==> config.mk <==
export PLATFORM = sky130hd
export DESIGN_NAME = mem_access_ctrl
export DESIGN_NICKNAME = d
export VERILOG_FILES = /design/src/rtl/mem_access_ctrl_pkg.sv /design/src/rtl/mem_access_ctrl.sv
export SDC_FILE = /design/constraint.sdc
export NUM_CORES = 1
export LEC_CHECK = 0
export ABC_AREA = 1
export BUFFER_PORTS_ARGS = -buffer_cell sky130_fd_sc_hd__buf_4
export CAP_MARGIN = 20
export CORE_MARGIN = 2
export CORE_UTILIZATION = 44
export DETAILED_ROUTE_END_ITERATION = 8
export GPL_TIMING_DRIVEN = 0
export PLACE_DENSITY = 0.95
export SYNTH_ARGS = -nofsm -noshare
export SYNTH_HDL_FRONTEND = slang
export SYNTH_SLANG_ARGS = --single-unit
==> constraint.sdc <==
create_clock -name clk -period 2.66 [get_ports clk]
set_input_delay 0.133 -clock clk [delete_from_list [all_inputs] [get_ports clk]]
set_output_delay 0.133 -clock clk [all_outputs]
set_load 0.05 [all_outputs]
==> src/rtl/mem_access_ctrl_pkg.sv <==
// mem_access_ctrl_pkg: shared MEM-stage definitions (FSM states, alignment mask, default bus timeout)
package mem_access_ctrl_pkg;
    typedef enum logic [1:0] {
        ST_IDLE = 2'd0,
        ST_BUSY = 2'd1,
        ST_DONE = 2'd2
    } mem_state_e;
    localparam logic [31:0] ALIGN_MASK  = 32'h0000_0003;
    localparam int          TIMEOUT_DEF = 16;
endpackage

==> src/rtl/mem_access_ctrl.sv <==
// mem_access_ctrl: MEM-stage req/ack sequencer with pipeline stall, misalignment check and bus timeout
module mem_access_ctrl
    import mem_access_ctrl_pkg::*;
#(
    parameter int TIMEOUT = TIMEOUT_DEF
) (
    input  logic        clk,
    input  logic        rst_n,
    input  logic        MEM_memread,
    input  logic        MEM_memwrite,
    input  logic [31:0] MEM_aluout,
    input  logic [31:0] MEM_regout,
    output logic        dmem_req,
    output logic        dmem_we,
    output logic [31:0] dmem_addr,
    output logic [31:0] dmem_wdata,
    input  logic        dmem_ack,
    input  logic [31:0] dmem_rdata,
    output logic        mem_stall,
    output logic [31:0] load_data,
    output logic        wb_kill,
    output logic        addr_err,
    output logic        bus_err
);
    localparam logic [1:0] IDLE = ST_IDLE;
    localparam logic [1:0] BUSY = ST_BUSY;
    localparam logic [1:0] DONE = ST_DONE;
    localparam logic [7:0] LAST = 8'(TIMEOUT - 1);
    logic [1:0] state;
    logic [7:0] cnt;
    logic       op, mis, in_idle, in_busy, in_done, tmo;
    assign op      = MEM_memread | MEM_memwrite;
    assign mis     = op & ((MEM_aluout & ALIGN_MASK) != '0);
    assign in_idle = state == IDLE;
    assign in_busy = state == BUSY;
    assign in_done = state == DONE;
    // an ack on the threshold cycle takes priority over the timeout
    assign tmo     = !dmem_ack && cnt == LAST;
    assign dmem_we    = in_busy & MEM_memwrite;
    assign dmem_addr  = MEM_aluout;
    assign dmem_wdata = MEM_regout;
    assign mem_stall  = rst_n & ((in_idle & op & !mis) | in_busy);
    assign wb_kill    = rst_n & ((in_idle & mis) | (in_done & bus_err));
    assign addr_err   = rst_n & in_idle & mis;
    always_ff @(posedge clk or negedge rst_n) begin
        if (!rst_n) begin
            state     <= IDLE;
            dmem_req  <= 1'b0;
            load_data <= '0;
            bus_err   <= 1'b0;
            cnt       <= '0;
        end else begin
            case (state)
                IDLE: if (op && !mis) begin
                    state    <= BUSY;
                    dmem_req <= 1'b1;
                    cnt      <= '0;
                end
                BUSY: if (dmem_ack) begin
                    if (MEM_memread && !MEM_memwrite) load_data <= dmem_rdata;
                    dmem_req <= 1'b0;
                    state    <= DONE;
                end else if (tmo) begin
                    dmem_req  <= 1'b0;
                    load_data <= '0;
                    bus_err   <= 1'b1;
                    state     <= DONE;
                end else begin
                    cnt <= cnt + 8'd1;
                end
                default: begin
                    state   <= IDLE;
                    bus_err <= 1'b0;
                end
            endcase
        end
    end
endmodule
Word-level counts from Yosys, hierarchy flattened
Index checks and enable logic that the tools add are counted.
{"block": "totals", "ff_bits": 44, "out_inout_bits": 102, "elab_cells": 62}
{"block": "op_classes", "mux": 18, "n_reduce_logical": 15, "bitwise_logic": 14, "addsub": 1, "eq_ne": 9}
{"op": "32-bit two-way mux", "count": 3}
{"op": "32-bit nonzero test", "count": 1}
{"op": "8-bit two-way mux", "count": 3}
{"op": "8-bit case mux with 2 select lines", "count": 1}
{"op": "1-bit bitwise AND", "count": 10}
{"op": "3-bit AND reduction", "count": 3}
{"op": "8-bit by 1-bit adder with 8-bit output (second input constant)", "count": 1}
{"op": "8-bit by 4-bit equality test with 1-bit output (second input constant)", "count": 1}
{"op": "2-bit two-way mux", "count": 3}
{"op": "2-bit by 1-bit != test with 1-bit output (second input constant)", "count": 3}
{"op": "1-bit two-way mux", "count": 5}
{"op": "2-bit != test (second input constant)", "count": 2}
{"op": "1-bit case mux with 2 select lines", "count": 2}
{"op": "2-bit case mux with 2 select lines", "count": 1}
{"op": "4-bit AND reduction", "count": 1}
{"op": "2-bit nonzero test", "count": 2}
{"op": "1-bit logical AND", "count": 3}
{"op": "1-bit zero test", "count": 3}
{"op": "3-bit by 2-bit != test with 1-bit output (second input constant)", "count": 1}
{"op": "1-bit bitwise OR", "count": 3}
{"op": "2-bit by 1-bit equality test with 1-bit output (second input constant)", "count": 1}
{"op": "2-bit equality test (second input constant)", "count": 1}
{"op": "2-bit zero test", "count": 1}
{"op": "2-bit AND reduction", "count": 1}
{"op": "1-bit inverter", "count": 1}

Logic depth before layout (Yosys ltp)
{"block": "logic_depth", "ltp_word": 6, "depth_mapped": 9, "depth_no_buf": 8}

Worst setup path after synthesis
OpenSTA, ideal clock, no wires.
{"block": "synth_path", "kind": "flip-flop to output port", "start": "register state[1]", "end": "output port mem_stall", "arrival_time_ns": 1.854, "path_buffers": 0, "t_required_ns": 2.527, "stages_incl_launch_ff": 4, "slack_ns": 0.673, "cell_sequence": "dfrtp_1 nor2_8 inv_1 a21boi_0"}
{"block": "synth_between", "elab_chain_cells": 5, "elab_cells_between_ends": 6, "cone_classes": "eq/ne: 1; bitwise: 4; reduce/logical: 1"}
{"item": "start, declared", "line_no": "mem_access_ctrl.sv:29", "source": "logic [1:0] state;"}
{"item": "start signal, assigned", "line_no": "mem_access_ctrl.sv:47", "source": "state <= IDLE;"}
{"item": "start signal, assigned", "line_no": "mem_access_ctrl.sv:55", "source": "state <= BUSY;"}
{"item": "start signal, assigned", "line_no": "mem_access_ctrl.sv:62", "source": "state <= DONE;"}
{"item": "2-bit zero test", "line_no": "mem_access_ctrl.sv:34", "source": "assign in_idle = state == IDLE;"}
{"item": "1-bit bitwise AND (2 in series)", "line_no": "mem_access_ctrl.sv:42", "source": "assign mem_stall = rst_n & ((in_idle & op & !mis) | in_busy);"}
{"item": "1-bit bitwise OR *", "line_no": "mem_access_ctrl.sv:42"}
{"item": "1-bit bitwise AND *", "line_no": "mem_access_ctrl.sv:42"}
{"item": "end, declared", "line_no": "mem_access_ctrl.sv:19", "source": "output logic mem_stall,"}
Mark *: on every way between the ends. The rest lies on a longest branch, timed or not.

Worst setup path in the final report
{"block": "layout_path", "start": "input port rst_n", "end": "output port mem_stall"}
{"block": "layout_between", "elab_chain_cells": 1}
{"item": "start, declared", "line_no": "mem_access_ctrl.sv:8", "source": "input logic rst_n,"}
{"item": "1-bit bitwise AND", "line_no": "mem_access_ctrl.sv:42"}
No other way between the ends.

==> results by group <==
Setup path
  • Worst r2r path cells: 7
  • CP max stage cell: dlygate4sd3_1
  • WS Path Type: input port to output pin
  • FF-to-FF setup slack: 1.09 ns
  • CP Max Fanout: 47
  • Most frequent cell on the critical path: buf_4
  • Crit-path max cell delay: 0.52 ns
  • CP cell instances: dlygate4sd3_1, buf_4, a21boi_0, buf_4
  • Worst setup SP type: input port
  • Crit path required time: 2.53 ns
  • CP Capture Type: output pin
  • WP data arrival: 1.74 ns

Synth
  • Synthesized area per cell: 7.456 um2
  • Share of the synthesized area in the top cell type: 40.02%
  • Synth area leaders: dfrtp_1 40%, buf_4 17%, nand2_1 17%
  • Mapped cell area: 0.002751 mm2
  • YS warnings: 0
  • Mapped Nets: 471
  • Seq/Total Area, Yosys: 40.02%
  • Area leader, netlist: dfrtp_1
  • Gate Count Post-Synth: 369
  • Post-synthesis cell type count: 28
  • Flops & latches, synth: 44

Floorplanning
  • Die area: 0.006901 mm2
  • Die W: 83.08 um
  • Total core area: 0.005991 mm2
  • Initial Utilization: 45.93%
  • I/O Pins: 203
  • DIE HEIGHT: 83.08 um
  • # rows: 28

Timing
  • Worst hold margin: 0.1004 ns
  • Setup TNS: 0 ns
  • Finish-stage setup viols: 0
  • Slew Viols, Final: 0
  • Peak Freq: 534.8 MHz
  • Fin crit period: 1.870 ns
  • Period utilisation layout: 70.30%
  • RSZ-0062 raised after global routing: false
  • Final hold vios: 0
  • Worst slew pin tran: 0.5867 ns
  • Final Skew: 0.01178 ns
  • Slew headroom: 60.89%

Final layout
  • Commonest non-fill, non-tap cell in the layout: buf_4
  • Final nets: 618
  • Fill cell count: 514
  • Synth-to-Final Area Change: 45.93%
  • Diode count: 0
  • Layout cells sized above 1: 44.29%
  • Cell Count, Final, Fillers Out: 592
  • Fin area: 0.004015 mm2
  • Most frequent cells in the layout: 203 x buf_4, 128 x nand2_1, 44 x inv_1, 44 x dfrtp_1, 38 x nand3_1

Placement
  • Routability cong.: 0.7477
  • Area post-placement: 0.003889 mm2
  • Inst Count DP: 583
  • Count of input and output buffers: 139
  • Final HPWL DP: 5746 um

Drt
  • DRC viols: 0
  • Iter 0 DRT Violations: 71
  • Drt first pass iters: 4
  • DRT Wirelength: 7196 um
  • Routed WL per cell: 12.16 um
  • Post-route ant nets: 0
  • Via Count: 2648
  • Vias per Instance: 4.473

Power
  • Leak: 2.485 nW
  • Net Sw Frac: 45.42%
  • Switching power: 1.282 mW
  • Seq pwr share: 32.4%
  • Int Pwr: 1.540 mW
  • Peak supply drop: 0.4295 mV
  • Comb power frac: 48.8%
  • P per Cell Area: 702.8 mW/mm2
  • Clock network fraction of total power: 18.8%

GRT
  • Grt ovf: 0
  • Vias in the first global route: 2550
  • Initial antenna violation count: 0
  • First-pass GRT wire length: 11630 um
  • Largest net degree at the start of global routing: 48
  • Global Route Usage Sum: 20.38%

Clock tree
  • Sink Count: 44
  • TritonCTS clock tree: built
  • Total CTS buffers: 5
  • Worst skew pair latency: 0.30 ns
  • Root buf cell: clkbuf_8
  • H-tree depth: 2
  • Post-cts hold buffer count: 1
  • Clock transition at path regs: 0.09 ns
  • Post-cts repair resize count: 0
  • Setup Fix Bufs, Post-CTS: 0
  • CTS max path bufs: 2

Outcome
  • Status: finished, final reports clean

Worst hold path
  • WHS Path Cells: 5
  • Hold Path Class: input port to register

Job
  • Total of max-cap violations: 0
[cell families after synthesis]
group,synth area share [%]
XOR/XNOR,0.6368
flip-flops,40.02
adder cells (fa/ha/maj),0.4547
AO/OA/AOI/OAI,1.728
buffers and inverters,26.92
AND/OR/NAND/NOR,30.24
[layout make-up]
class                      count  area [um2]  area share [%]
tap                           75       93.84           2.337
clock inverter                 3       47.55           1.184
buffer                        78       568.0           14.15
clock buffer                   5       68.82           1.714
multi-input combinational    201       909.6           22.66
timing repair buffer         140        1054           26.24
inverter                      46       172.7           4.300
sequential                    44        1101           27.42
[routing by layer]
| layer | share of wire, % | track usage [%] |
|---|---|---|
| met1 | 37 | 22.64 |
| met2 | 53 | 37.83 |
| met3 | 8.0 | 6.262 |
| met4 | 1.1 | 4.769 |
| met5 | 0 | 0 |
[power by group through the flow]
stage | Combinational (mW) | Clock, mW | Sequential, mW
global route | 1.45 | 0.562 | 0.931
floorplan | 0.503 | 0 | 1.37
CTS | 1.39 | 0.541 | 0.914
finish | 1.38 | 0.531 | 0.914
global placement | 1.36 | 0 | 0.921
detailed placement | 1.39 | 0 | 0.925
[state kept, by name, summed over array words and instances (netlist names)]
name / flops
load_data: 32
state: 2
cnt: 8
dmem_req: 1
bus_err: 1
[critical path: cells and delay by family]
family | cells | cell delay (ns)
AO/OA/AOI/OAI | 1 | 0.32
buffers and inverters | 3 | 1.26
[cell usage after synthesis]
cell type and n:
buf_6 4, buf_4 64, buf_1 2, a21oi_1 1, nor2_1 13, nand3_2 1
inv_1 44, nor2_8 1, buf_2 4, xor2_1 1, nand3_1 38, a21boi_0 1
nand2_2 1, nor2_2 1, o21ai_1 4, nand2_1 128, or2_2 1, nand3_4 1
xnor2_1 1, dfrtp_1 44, nand2_4 1, o21ai_0 3, nand4_1 1, nand3b_1 1
clkbuf_1 4, inv_2 2, nand4_4 1, ha_1 1
[through the flow]
| stage | worst slack, ns | util (%) | total power [mW] |
|---|---|---|---|
| 6_report | 0.7901 | 67.02 | 2.822 |
| 3_3_place_gp | 1.164 | 64.91 | 2.286 |
| 4_1_cts | 0.7480 | 67.02 | 2.846 |
| 3_5_place_dp | 1.111 | 64.91 | 2.314 |
| 5_1_grt | 0.6115 | 67.02 | 2.945 |
| 2_1_floorplan | 0.6735 | - | 1.876 |
[final timing paths]
check | end | startpoint
max in group asynchronous | load_data[0] | rst_n
min in group asynchronous | cnt[3] | rst_n
hold / removal | load_data[4] | dmem_rdata[4]
hold reg to reg | load_data[0] | load_data[0]
setup reg to reg | load_data[16] | cnt[1]
setup / recovery | mem_stall | rst_n
No activity file was read; power rests on OpenSTA's default activity.
